### src/rtl/axis_measure_sequencer.sv
// axis_measure_sequencer: AXI-Lite master that runs one timed measurement
// window on the stream measurer (optional CLEAR, START, wait, STOP) and then
// reads back the 64-bit assertion and cycle counters.
module axis_measure_sequencer #(
  parameter int ADDR_WIDTH        = 32,
  parameter int CONTROL_OFFSET    = 16,
  parameter int ASSERTIONS_OFFSET = 20,
  parameter int CYCLES_OFFSET     = 28,
  parameter int TIMEOUT           = 1024
) (
  input  logic                  ap_clk,
  input  logic                  ap_rst_n,
  input  logic                  start,
  input  logic                  clear_first,
  input  logic [31:0]           window_cycles,
  output logic                  busy,
  output logic                  done,
  output logic                  error,
  output logic [63:0]           result_assertions,
  output logic [63:0]           result_cycles,
  output logic                  m_axi_awvalid,
  input  logic                  m_axi_awready,
  output logic [ADDR_WIDTH-1:0] m_axi_awaddr,
  output logic                  m_axi_wvalid,
  input  logic                  m_axi_wready,
  output logic [31:0]           m_axi_wdata,
  output logic [3:0]            m_axi_wstrb,
  input  logic                  m_axi_bvalid,
  output logic                  m_axi_bready,
  input  logic [1:0]            m_axi_bresp,
  output logic                  m_axi_arvalid,
  input  logic                  m_axi_arready,
  output logic [ADDR_WIDTH-1:0] m_axi_araddr,
  input  logic                  m_axi_rvalid,
  output logic                  m_axi_rready,
  input  logic [31:0]           m_axi_rdata,
  input  logic [1:0]            m_axi_rresp
);

  typedef enum logic [3:0] {
    IDLE, WR_CLEAR, WR_START, WAIT, WR_STOP,
    RD_ALO, RD_AHI, RD_CLO, RD_CHI, DONE
  } state_t;

  state_t state_reg, state_next;

  // Per-state progress flags: which handshakes of the current transaction are finished.
  logic aw_done_reg, w_done_reg, ar_done_reg;
  logic [31:0] wait_cnt_reg;
  logic [31:0] phase_cnt_reg;
  logic [31:0] window_reg;
  logic        error_reg;
  logic [63:0] result_assertions_reg, result_cycles_reg;
  logic [ADDR_WIDTH-1:0] awaddr_reg, araddr_reg;
  logic [31:0] wdata_reg;

  logic is_wr, is_rd;
  logic aw_hs, w_hs, b_hs, ar_hs, r_hs;
  logic phase_ok, timeout;

  // Decode which kind of transaction the current state performs.
  always_comb begin
    is_wr = (state_reg == WR_CLEAR) || (state_reg == WR_START) || (state_reg == WR_STOP);
    is_rd = (state_reg == RD_ALO) || (state_reg == RD_AHI) ||
            (state_reg == RD_CLO) || (state_reg == RD_CHI);
  end

  // Valids are high from the first cycle of a state until their own handshake;
  // they come straight from registered state so a reset drops them at once.
  assign m_axi_awvalid = is_wr && !aw_done_reg;
  assign m_axi_wvalid  = is_wr && !w_done_reg;
  assign m_axi_bready  = is_wr && aw_done_reg && w_done_reg;
  assign m_axi_arvalid = is_rd && !ar_done_reg;
  assign m_axi_rready  = is_rd && ar_done_reg;
  assign m_axi_awaddr  = awaddr_reg;
  assign m_axi_araddr  = araddr_reg;
  assign m_axi_wdata   = wdata_reg;
  assign m_axi_wstrb   = 4'hF;

  assign aw_hs = m_axi_awvalid && m_axi_awready;
  assign w_hs  = m_axi_wvalid  && m_axi_wready;
  assign b_hs  = m_axi_bvalid  && m_axi_bready;
  assign ar_hs = m_axi_arvalid && m_axi_arready;
  assign r_hs  = m_axi_rvalid  && m_axi_rready;

  assign busy              = (state_reg != IDLE) && (state_reg != DONE);
  assign done              = (state_reg == DONE);
  assign error             = error_reg;
  assign result_assertions = result_assertions_reg;
  assign result_cycles     = result_cycles_reg;

  // Detect completion of the current handshake phase (AW/W, B, AR or R) and
  // flag a timeout when the phase is on its last allowed cycle without completing.
  always_comb begin
    phase_ok = 1'b0;
    if (is_wr) begin
      if (aw_done_reg && w_done_reg)
        phase_ok = b_hs;
      else
        phase_ok = (aw_done_reg || aw_hs) && (w_done_reg || w_hs);
    end else if (is_rd) begin
      phase_ok = ar_done_reg ? r_hs : ar_hs;
    end
    timeout = (is_wr || is_rd) && !phase_ok && (phase_cnt_reg == 32'(TIMEOUT - 1));
  end

  // Next-state logic: walk the fixed transaction order, bail to DONE on timeout.
  always_comb begin
    state_next = state_reg;
    case (state_reg)
      IDLE:     if (start) state_next = clear_first ? WR_CLEAR : WR_START;
      WR_CLEAR: if (timeout) state_next = DONE;
                else if (b_hs) state_next = WR_START;
      WR_START: if (timeout) state_next = DONE;
                else if (b_hs) state_next = (window_reg == 32'd0) ? WR_STOP : WAIT;
      WAIT:     if (wait_cnt_reg == window_reg - 32'd1) state_next = WR_STOP;
      WR_STOP:  if (timeout) state_next = DONE;
                else if (b_hs) state_next = RD_ALO;
      RD_ALO:   if (timeout) state_next = DONE;
                else if (r_hs) state_next = RD_AHI;
      RD_AHI:   if (timeout) state_next = DONE;
                else if (r_hs) state_next = RD_CLO;
      RD_CLO:   if (timeout) state_next = DONE;
                else if (r_hs) state_next = RD_CHI;
      RD_CHI:   if (timeout) state_next = DONE;
                else if (r_hs) state_next = DONE;
      DONE:     state_next = IDLE;
      default:  state_next = IDLE;
    endcase
  end

  // State register.
  always_ff @(posedge ap_clk or negedge ap_rst_n) begin
    if (!ap_rst_n) state_reg <= IDLE;
    else           state_reg <= state_next;
  end

  // Handshake progress flags, cleared whenever the state changes.
  always_ff @(posedge ap_clk or negedge ap_rst_n) begin
    if (!ap_rst_n) begin
      aw_done_reg <= 1'b0;
      w_done_reg  <= 1'b0;
      ar_done_reg <= 1'b0;
    end else if (state_next != state_reg) begin
      aw_done_reg <= 1'b0;
      w_done_reg  <= 1'b0;
      ar_done_reg <= 1'b0;
    end else begin
      if (aw_hs) aw_done_reg <= 1'b1;
      if (w_hs)  w_done_reg  <= 1'b1;
      if (ar_hs) ar_done_reg <= 1'b1;
    end
  end

  // Phase watchdog: counts cycles spent waiting in the current handshake phase.
  always_ff @(posedge ap_clk or negedge ap_rst_n) begin
    if (!ap_rst_n)
      phase_cnt_reg <= 32'd0;
    else if ((state_next != state_reg) || phase_ok)
      phase_cnt_reg <= 32'd0;
    else if (is_wr || is_rd)
      phase_cnt_reg <= phase_cnt_reg + 32'd1;
  end

  // Window counter: zeroed by the START write response, counts every WAIT cycle.
  always_ff @(posedge ap_clk or negedge ap_rst_n) begin
    if (!ap_rst_n)
      wait_cnt_reg <= 32'd0;
    else if ((state_reg == WR_START) && b_hs)
      wait_cnt_reg <= 32'd0;
    else if (state_reg == WAIT)
      wait_cnt_reg <= wait_cnt_reg + 32'd1;
  end

  // Sequence parameters and sticky error; error is only cleared by an accepted start.
  always_ff @(posedge ap_clk or negedge ap_rst_n) begin
    if (!ap_rst_n) begin
      window_reg <= 32'd0;
      error_reg  <= 1'b0;
    end else if ((state_reg == IDLE) && start) begin
      window_reg <= window_cycles;
      error_reg  <= 1'b0;
    end else if ((b_hs && (m_axi_bresp != 2'b00)) ||
                 (r_hs && (m_axi_rresp != 2'b00)) || timeout) begin
      error_reg <= 1'b1;
    end
  end

  // Results only change on read-data handshakes, one 32-bit half per read state.
  always_ff @(posedge ap_clk or negedge ap_rst_n) begin
    if (!ap_rst_n) begin
      result_assertions_reg <= 64'd0;
      result_cycles_reg     <= 64'd0;
    end else if (r_hs) begin
      case (state_reg)
        RD_ALO:  result_assertions_reg[31:0]  <= m_axi_rdata;
        RD_AHI:  result_assertions_reg[63:32] <= m_axi_rdata;
        RD_CLO:  result_cycles_reg[31:0]      <= m_axi_rdata;
        RD_CHI:  result_cycles_reg[63:32]     <= m_axi_rdata;
        default: ;
      endcase
    end
  end

  // Address/data loaded on entry to each transaction state and held until the
  // next one, so the slave may sample wdata late without seeing it change.
  always_ff @(posedge ap_clk or negedge ap_rst_n) begin
    if (!ap_rst_n) begin
      awaddr_reg <= '0;
      araddr_reg <= '0;
      wdata_reg  <= 32'd0;
    end else if (state_next != state_reg) begin
      case (state_next)
        WR_CLEAR: begin awaddr_reg <= ADDR_WIDTH'(CONTROL_OFFSET); wdata_reg <= 32'd2; end
        WR_START: begin awaddr_reg <= ADDR_WIDTH'(CONTROL_OFFSET); wdata_reg <= 32'd1; end
        WR_STOP:  begin awaddr_reg <= ADDR_WIDTH'(CONTROL_OFFSET); wdata_reg <= 32'd0; end
        RD_ALO:   araddr_reg <= ADDR_WIDTH'(ASSERTIONS_OFFSET);
        RD_AHI:   araddr_reg <= ADDR_WIDTH'(ASSERTIONS_OFFSET + 4);
        RD_CLO:   araddr_reg <= ADDR_WIDTH'(CYCLES_OFFSET);
        RD_CHI:   araddr_reg <= ADDR_WIDTH'(CYCLES_OFFSET + 4);
        default:  ;
      endcase
    end
  end

endmodule

### config.mk
export PLATFORM = sky130hd
export DESIGN_NAME = axis_measure_sequencer
export DESIGN_NICKNAME = d
export VERILOG_FILES = /design/src/rtl/axis_measure_sequencer.sv
export SDC_FILE = /design/constraint.sdc
export NUM_CORES = 1
export LEC_CHECK = 0
export CAP_MARGIN = 5
export CORE_ASPECT_RATIO = 1.2
export CORE_MARGIN = 4
export CORE_UTILIZATION = 40
export CTS_BUF_LIST = sky130_fd_sc_hd__clkbuf_4
export CTS_CLUSTER_DIAMETER = 50
export DETAILED_ROUTE_END_ITERATION = 10
export GPL_TIMING_DRIVEN = 0
export HOLD_SLACK_MARGIN = 0.12
export PLACE_DENSITY_LB_ADDON = 0.3
export SYNTH_ARGS = -nofsm -noshare
export SYNTH_HDL_FRONTEND = slang
export SYNTH_SLANG_ARGS = --single-unit
### constraint.sdc
create_clock -name ap_clk -period 4.12 [get_ports ap_clk]
set_clock_uncertainty 0.15 [all_clocks]
set_input_delay 1.236 -clock ap_clk [delete_from_list [all_inputs] [get_ports ap_clk]]
set_output_delay 1.236 -clock ap_clk [all_outputs]
set_load 0.03 [all_outputs]
# Word-level counts from Yosys, hierarchy flattened
# Index checks and enable logic that the tools add are counted.
# classes
n_mux	37
addsub	3
n_reduce_logical	56
eq_ne	20
# ops
op	n
2-to-1 mux 32 bit	4
one-hot mux 32 bit (4 select lines)	1
one-hot mux 32 bit (3 select lines)	1
adder 32 x 1 -> 32 bit (second input constant)	2
2-to-1 mux 4 bit	16
one-hot mux 4 bit (9 select lines)	1
equality test 32 x 10 -> 1 bit (second input constant)	1
equality test 32 bit	1
equality test 4 x 3 -> 1 bit (second input constant)	8
zero test 32 bit	1
subtractor 32 x 1 -> 32 bit (second input constant)	1
logical AND 1 bit	20
nonzero test 2 bit	8
AND reduction 2 bit	7
equality test 4 x 2 -> 1 bit (second input constant)	3
equality test 4 bit (second input constant)	3
2-to-1 mux 1 bit	12
logical OR 1 bit	11
equality test 4 x 1 -> 1 bit (second input constant)	2
nonzero test 4 bit	2
zero test 1 bit	4
zero test 4 bit	1
inequality test 4 bit	1
inequality test 4 bit (second input constant)	1
4 further kinds	4
# totals
in_bits	77
register_bits	297
output_inout_bits	236
elab_cells	131

# Logic depth before layout (Yosys ltp)
# Gate-level depths: netlist (run 1).
# logic_depth
ltp_word	17
mapped_depth	13
depth_no_buf	13

# Worst setup path after synthesis (run 1)
# No wires, ideal clock.
# synth_timing
kind	input port to flip-flop
start	in m_axi_rvalid
end	reg araddr_reg[3], in the netlist m_axi_araddr[3]
path_stages	11
setup_slack_ns	0.420
setup_ns	0.128
n_path_buf	2
arrival_ns	3.422
required_time_ns	3.842
path_cell_list	and2_1 > clkbuf_1 > and2_1 > clkbuf_1 > a221o_1 > a31oi_1 > o31ai_1 > a21oi_1 > o21ai_0 > a311oi_2 > mux2_1
# synth_between
elab_chain_len	12
word_cells_on_any_way	27
cone_classes	eq/ne (5); mux (16); reduce/logical (6)
# synth_lines
element	line_no	rtl
from (decl)	34	input logic m_axi_rvalid,
logical AND 1 bit (*)	84	assign r_hs = m_axi_rvalid && m_axi_rready;
2-to-1 mux 1 bit	102	phase_ok = ar_done_reg ? r_hs : ar_hs;
2-to-1 mux 1 bit	101	end else if (is_rd) begin
2-to-1 mux 1 bit	96	if (is_wr) begin
zero test 1 bit	104	timeout = (is_wr || is_rd) && !phase_ok && (phase_cnt_reg == 32'(TIMEOUT - 1));
logical AND 1 bit (2 in a row)	104	
2-to-1 mux 4 bit, or another cell as far along	125	RD_CHI: if (timeout) state_next = DONE;
one-hot mux 4 bit (9 select lines) (*)	110	case (state_reg)
equality test 4 bit or equality test 4 x 3 -> 1 bit (tied branches)	213	case (state_next)
nonzero test 4 bit (no line)	n/a	
AND reduction 2 bit (no line)	n/a	
to (signal assigned)	217	RD_ALO: araddr_reg <= ADDR_WIDTH'(ASSERTIONS_OFFSET);
to (signal assigned)	218	RD_AHI: araddr_reg <= ADDR_WIDTH'(ASSERTIONS_OFFSET + 4);
to (signal assigned)	219	RD_CLO: araddr_reg <= ADDR_WIDTH'(CYCLES_OFFSET);
to (decl)	54	logic [ADDR_WIDTH-1:0] awaddr_reg, araddr_reg;
# Mark *: on every way between the ends. The rest lies on a longest branch, timed or not. The select of a mux whose other input is x is not followed.
# A chain may end at the register's enable or synchronous reset.

# Worst setup path in the final report (run 1)
# Ends and elaborated chain as after synthesis.

==> run metrics, run 1 <==
outcome finished clean; H-tree levels 3; antenna violations before repair 1; Tmin final 3950 ps; net switching power 3.10 mW; CTS tree done; fin. max-slew vios 0; placeable core area 29600 µm²; clock power share 26.2%; CP Class input port to register; io pins 313; WL met1 12000 µm; Yosys reg bits 239; Slew @ Worst Pin 765 ps; Congestion Overflow GR 0; Reg power frac 39.3%; Cells after Synth 1141; leakage power 7.57 nW; # fillers 2656; vias post-DR 9422; Setup crit end kind register; worst hold margin 324 ps; largest fanout on the critical path 7; Clock Latency Late Sink 690 ps; Die ar. 32900 µm²; # clock sinks 239; Layout Utilization 54.1%; fraction of registers with async set/reset 100%; EDFF count, synth 0; share of cells above drive strength 1 23.9%; # port buffers 219; met3 WL 3070 µm; site row count 69; vias in the first global route 9733; Synth Cell Area 12000 µm²; Highest Signal Layer met4; Finish-stage setup viols 0; Logic pwr share 34.4%; CP arrival 4340 ps; final hold violation count 0; Setup TNS 0 ps; largest cells by area after synthesis dfrtp_1, mux2_2, buf_4; Worst Hold Class input port to asynchronous set/reset pin; DRC 0; Synth-to-Final Area Change 33.4%; Die W 166 µm; post-route total power 8.05 mW; share of the synthesized area in the top cell type 49.8%; synth warn 0; final instance area 16000 µm²; Primary FF master, synth dfrtp_1; Max-cap violations 0; routability cong. 0.892; RSZ-0062 raised after global routing yes; synthesized area per cell 10.5 µm²; P per Cell Area 502 nW/µm²; global-route wire length before repair 51200 µm; synth cell count leaders dfrtp_1, nand2_1, mux2_2; largest net degree at the start of global routing 106; Bufs on Longest Clock Path 3; dpl hpwl 23600 µm; Die Y 198 µm; post-route clock period utilization 95.9%; Initial Utilization 40.6%; reg-to-reg slack, setup 170 ps; RR Startpoint window_reg[18]; Met2 Routed Length 15600 µm; global-route usage over all layers 19.2%; synth unique cells 72; Root Driver clkbuf_4; Pint 4.95 mW; Post-Place Cell Area 15100 µm²; First-pass DRT Iterations 4; Nets 1605; number of buffers created by CTS 67; Yosys top cell by area dfrtp_1; r2r worst-path depth 11; crit start category input port; DR vias/cell 4.81; Iteration-0 DRC Markers 471; Seq/Total Area, Yosys 49.8%; Switching Share 38.5%; Worst-path clk slew 60 ps; DR WL/cell 16.3 µm; Peak VDD IR 0.231 mV; Antenna Nets Post-Route 0; Slew headroom 49.0%; fmax 253 MHz; drt total wl 31800 µm; cts hold-fix bufs 0; count leader, synth dfrtp_1; reg2reg end m_axi_araddr[3]; WP data required 4510 ps
## worst max path at each step
stage          slack (ps)                end     startpoint
6_report              170    m_axi_araddr[3]   m_axi_rvalid
5_1_grt               -30    m_axi_araddr[3]  window_reg[0]
4_1_cts                30    m_axi_araddr[3]  window_reg[0]
3_5_place_dp         -690    m_axi_araddr[3]   m_axi_rvalid
3_3_place_gp        -8710  result_cycles[13]       ap_rst_n
2_1_floorplan         420    m_axi_araddr[3]   m_axi_rvalid
## layer usage
layer | track usage (%) | vias to the layer above
li1 | - | 4528
met1 | 21.1 | 4471
met2 | 32.6 | 345
met3 | 8.05 | 78
met4 | 8.55 | 0
met5 | 0 | -
## power by group through the flow
stage / sequential (mW) / clock, mW / combinational (mW)
5_1_grt: 3.22 / 2.32 / 3.09
6_report: 3.17 / 2.11 / 2.77
2_1_floorplan: 3.07 / 0 / 2.01
3_3_place_gp: 3.16 / 0 / 2.64
3_5_place_dp: 3.18 / 0 / 2.70
4_1_cts: 3.16 / 2.20 / 2.74
## kinds of logic (layout without fill, tap and decap cells)
| kind of cell | after synthesis | in the layout | synth area share [%] |
|---|---|---|---|
| flip-flops | 239 | 239 | 49.8 |
| multiplexers | 133 | 133 | 12.4 |
| other | 2 | 94 | 0.0625 |
| AO/OA/AOI/OAI | 80 | 80 | 4.61 |
| buffers and inverters | 152 | 486 | 7.72 |
| XOR/XNOR | 105 | 105 | 7.65 |
| adder cells (fa/ha/maj) | 3 | 3 | 0.312 |
| AND/OR/NAND/NOR | 427 | 427 | 17.5 |
## placed cells by master, fill, tap and decap left out, drive strengths merged, types with 3 or more instances in the layout
cell type      count
nand3             38
nor3              18
and3              20
nor2             108
nor2b              8
a31oi              6
dfrtp            239
ha                 3
xnor2             48
clkbuf           131
dlymetal6s2s       3
clkinv             7
mux2i              4
nand2            145
and2               7
nor4b              4
nand2b             6
nor4              18
and4               4
conb              93
inv               20
xor2              57
mux2             129
a211oi             4
o21ai             20
or2                6
a21oi             19
or4               12
nand4             14
clkdlybuf4s50    215
or3               11
buf              109
nand3b             4
## worst max-delay path: stages
cell	delay [ps]
clkdlybuf4s50_1	430
and2_1	160
clkbuf_1	180
and2_1	180
clkbuf_1	270
a221o_1	340
a31oi_1	190
o31ai_1	120
a21oi_2	220
o21ai_0	220
a311oi_4	420
mux2_1	360
## stage by stage
step	setup slack, ps	cells
after CTS	32.0	1952
after floorplan	420	1232
after global placement	-8710	1841
final	169	1957
after global routing	-25.3	1957
after detailed placement	-692	1843
## final cells by class
cell class	count	area, µm²	area share [%]
Antenna cell	1	2.50	0.0156
Tap cell	390	488	3.04
Buffer	135	868	5.42
Clock buffer	97	728	4.54
Multi-Input combinational cell	841	5530	34.5
Sequential cell	239	5980	37.3
Timing Repair Buffer	226	2300	14.3
Inverter	15	56.3	0.351
Clock inverter	13	76.3	0.476
## timing repair
item	4_1_cts	5_1_grt
endpoints found under the setup margin	6	44
gates cloned	0	0
pin swaps	0	3
resized for setup	9	12
setup buffers	1	4
Note: power is estimated with default switching activity, not from simulation.
==> run 2: changes to the inputs <==
- CAP_MARGIN: 5 -> not set
- CTS_CLUSTER_SIZE: not set -> 40
- SKIP_CTS_REPAIR_TIMING: not set -> 1
==> run metrics, run 2 (synthesis results as in run 1) <==
vias post-DR 9173 (-2.6%); DRC 0 (unchanged); commonest non-fill, non-tap cells in the layout dfrtp_1, clkdlybuf4s50_1, nand2_1, mux2_2, nor2_1; WP data required 4570 ps (+60 ps); Peak VDD IR 0.307 mV (+33%); Tmin final 4070 ps (+116 ps); reg-to-reg slack, setup 130 ps (-40 ps); H-tree levels 1 (-2); Die Y 198 µm (unchanged); post-route total power 7.51 mW (-6.7%); leakage power 7.34 nW (-3.1%); outcome finished clean; Largest delay share family, worst path compound AO/OA/AOI/OAI gates; DR WL/cell 16.5 µm (+1.1%); crit-path max cell delay 450 ps (+20 ps); number of buffers created by CTS 28 (-58%); Worst-path clk slew 150 ps (+90 ps); Slew headroom 46.9% (-2.2 points); Congestion Overflow GR 0 (unchanged); First-pass DRT Iterations 4 (unchanged); Setup crit end kind register; Post-Place Setup Slack -692 ps (unchanged); Slew @ Worst Pin 797 ps (+32.4 ps); global-route usage over all layers 18.5% (-0.68 points); largest net degree at the start of global routing 106 (unchanged); Bufs on Longest Clock Path 3 (unchanged); # port buffers 219 (unchanged); CP arrival 4520 ps (+180 ps); Die W 166 µm (unchanged); drt total wl 31300 µm (-1.7%); CTS tree done; Nets 1568 (-2.3%); crit start category input port; Clock Latency Late Sink 730 ps (+40 ps); share of cells above drive strength 1 21.4% (-2.5 points); vias in the first global route 9352 (-3.9%); # clock sinks 239 (unchanged); final hold violation count 0 (unchanged); Synth-to-Final Area Change 30.9%; CP bufs+invs 3 (unchanged); commonest non-fill, non-tap cell in the layout dfrtp_1; RR Startpoint window_reg[0]; CP Class input port to register; site row count 69 (unchanged); Die ar. 32900 µm² (unchanged); dpl hpwl 23600 µm (unchanged); post-route clock period utilization 98.7% (+2.8 points); Worst Hold Class input port to asynchronous set/reset pin; placeable core area 29600 µm² (unchanged); Antenna Nets Post-Route 0 (unchanged); antenna violations before repair 2 (+1); P per Cell Area 477 nW/µm² (-4.9%); Max-cap violations 0 (unchanged); Root Driver clkbuf_4; DR vias/cell 4.82 (+0.17%); fin. max-slew vios 0 (unchanged); io pins 313 (unchanged); routability cong. 0.892 (unchanged); largest fanout on the critical path 7 (unchanged); Finish-stage setup viols 0 (unchanged); fmax 246 MHz (-2.9%); Iteration-0 DRC Markers 383 (-19%); Worst Setup SP m_axi_rvalid; # fillers 2655 (-0.038%); cells along the critical path clkdlybuf4s50_1, and2_1, clkbuf_1, and2_1, clkbuf_1, a221o_1, a31oi_1, o31ai_1, a21oi_1, o21ai_0, a311oi_4, mux2_1; Slowest-stage cell, CP a311oi_4; global-route wire length before repair 50100 µm (-2.0%); Initial Utilization 40.6% (unchanged); final worst slack 52.8 ps (-116 ps)
==> run 2: area by class of cell <==
cell class	count	area (µm²)	share of cell area, %
inverter	15	56.3	0.358
clock inverter	23	290	1.84
timing repair buffer	228	2310	14.7
sequential	239	5980	38.0
tap	390	488	3.10
buffer	135	868	5.52
antenna	2	5.00	0.0318
multi-input combinational	841	5520	35.1
clock buffer	29	218	1.38
==> run 2: power breakdown <==
group	internal, mW	total [mW]	leakage [nW]	switching (mW)
clock network	0.579	1.59	0.275	1.01
logic	1.12	2.76	3.87	1.64
registers	2.69	3.16	3.19	0.469
total	4.39	7.51	7.34	3.12
==> run 2: worst register-to-register path, cell delays in order (launching register included) <==
cell and delay [ps]:
dfrtp_2 450, inv_1 80, ha_2 220, nor4b_4 450
nand4_4 220, buf_4 210, nor2_1 290, o21ai_0 150
nand4b_1 200, nor4_2 210, nor4b_4 240, buf_4 180
o21ai_2 90, a311oi_4 380, mux2_1 370
==> run 2: path summary, 6_finish.rpt <==
check | to | cells past startpoint
min in group ap_clk | result_assertions[41] | 1
max reg2reg | m_axi_araddr[3] | 14
max | m_axi_araddr[3] | 12
min | window_reg[29] | 1
max in group asynchronous | result_cycles[13] | 2
min reg2reg | result_assertions[41] | 1
==> run 2: metrics by stage <==
| stage | setup TNS [ps] | std cells | util (%) | hold slack, ps | area [µm²] |
|---|---|---|---|---|---|
| floorplan | 0 | 1232 | - | 340 | 12400 |
| global placement | -2096900 | 1841 | 50.8 | 327 | 15000 |
| detailed placement | -19910 | 1843 | 51.0 | 342 | 15100 |
| CTS | -1130 | 1895 | 52.7 | 218 | 15600 |
| global route | -42.4 | 1902 | 53.2 | 233 | 15700 |
| finish | 0 | 1902 | 53.2 | 254 | 15700 |
==> run 2: metal layers <==
metal,part of all wire [%],track usage (%)
met5,0,0
met1,38,21.0
met4,2.8,6.06
met3,9.1,7.21
met2,50,32.2
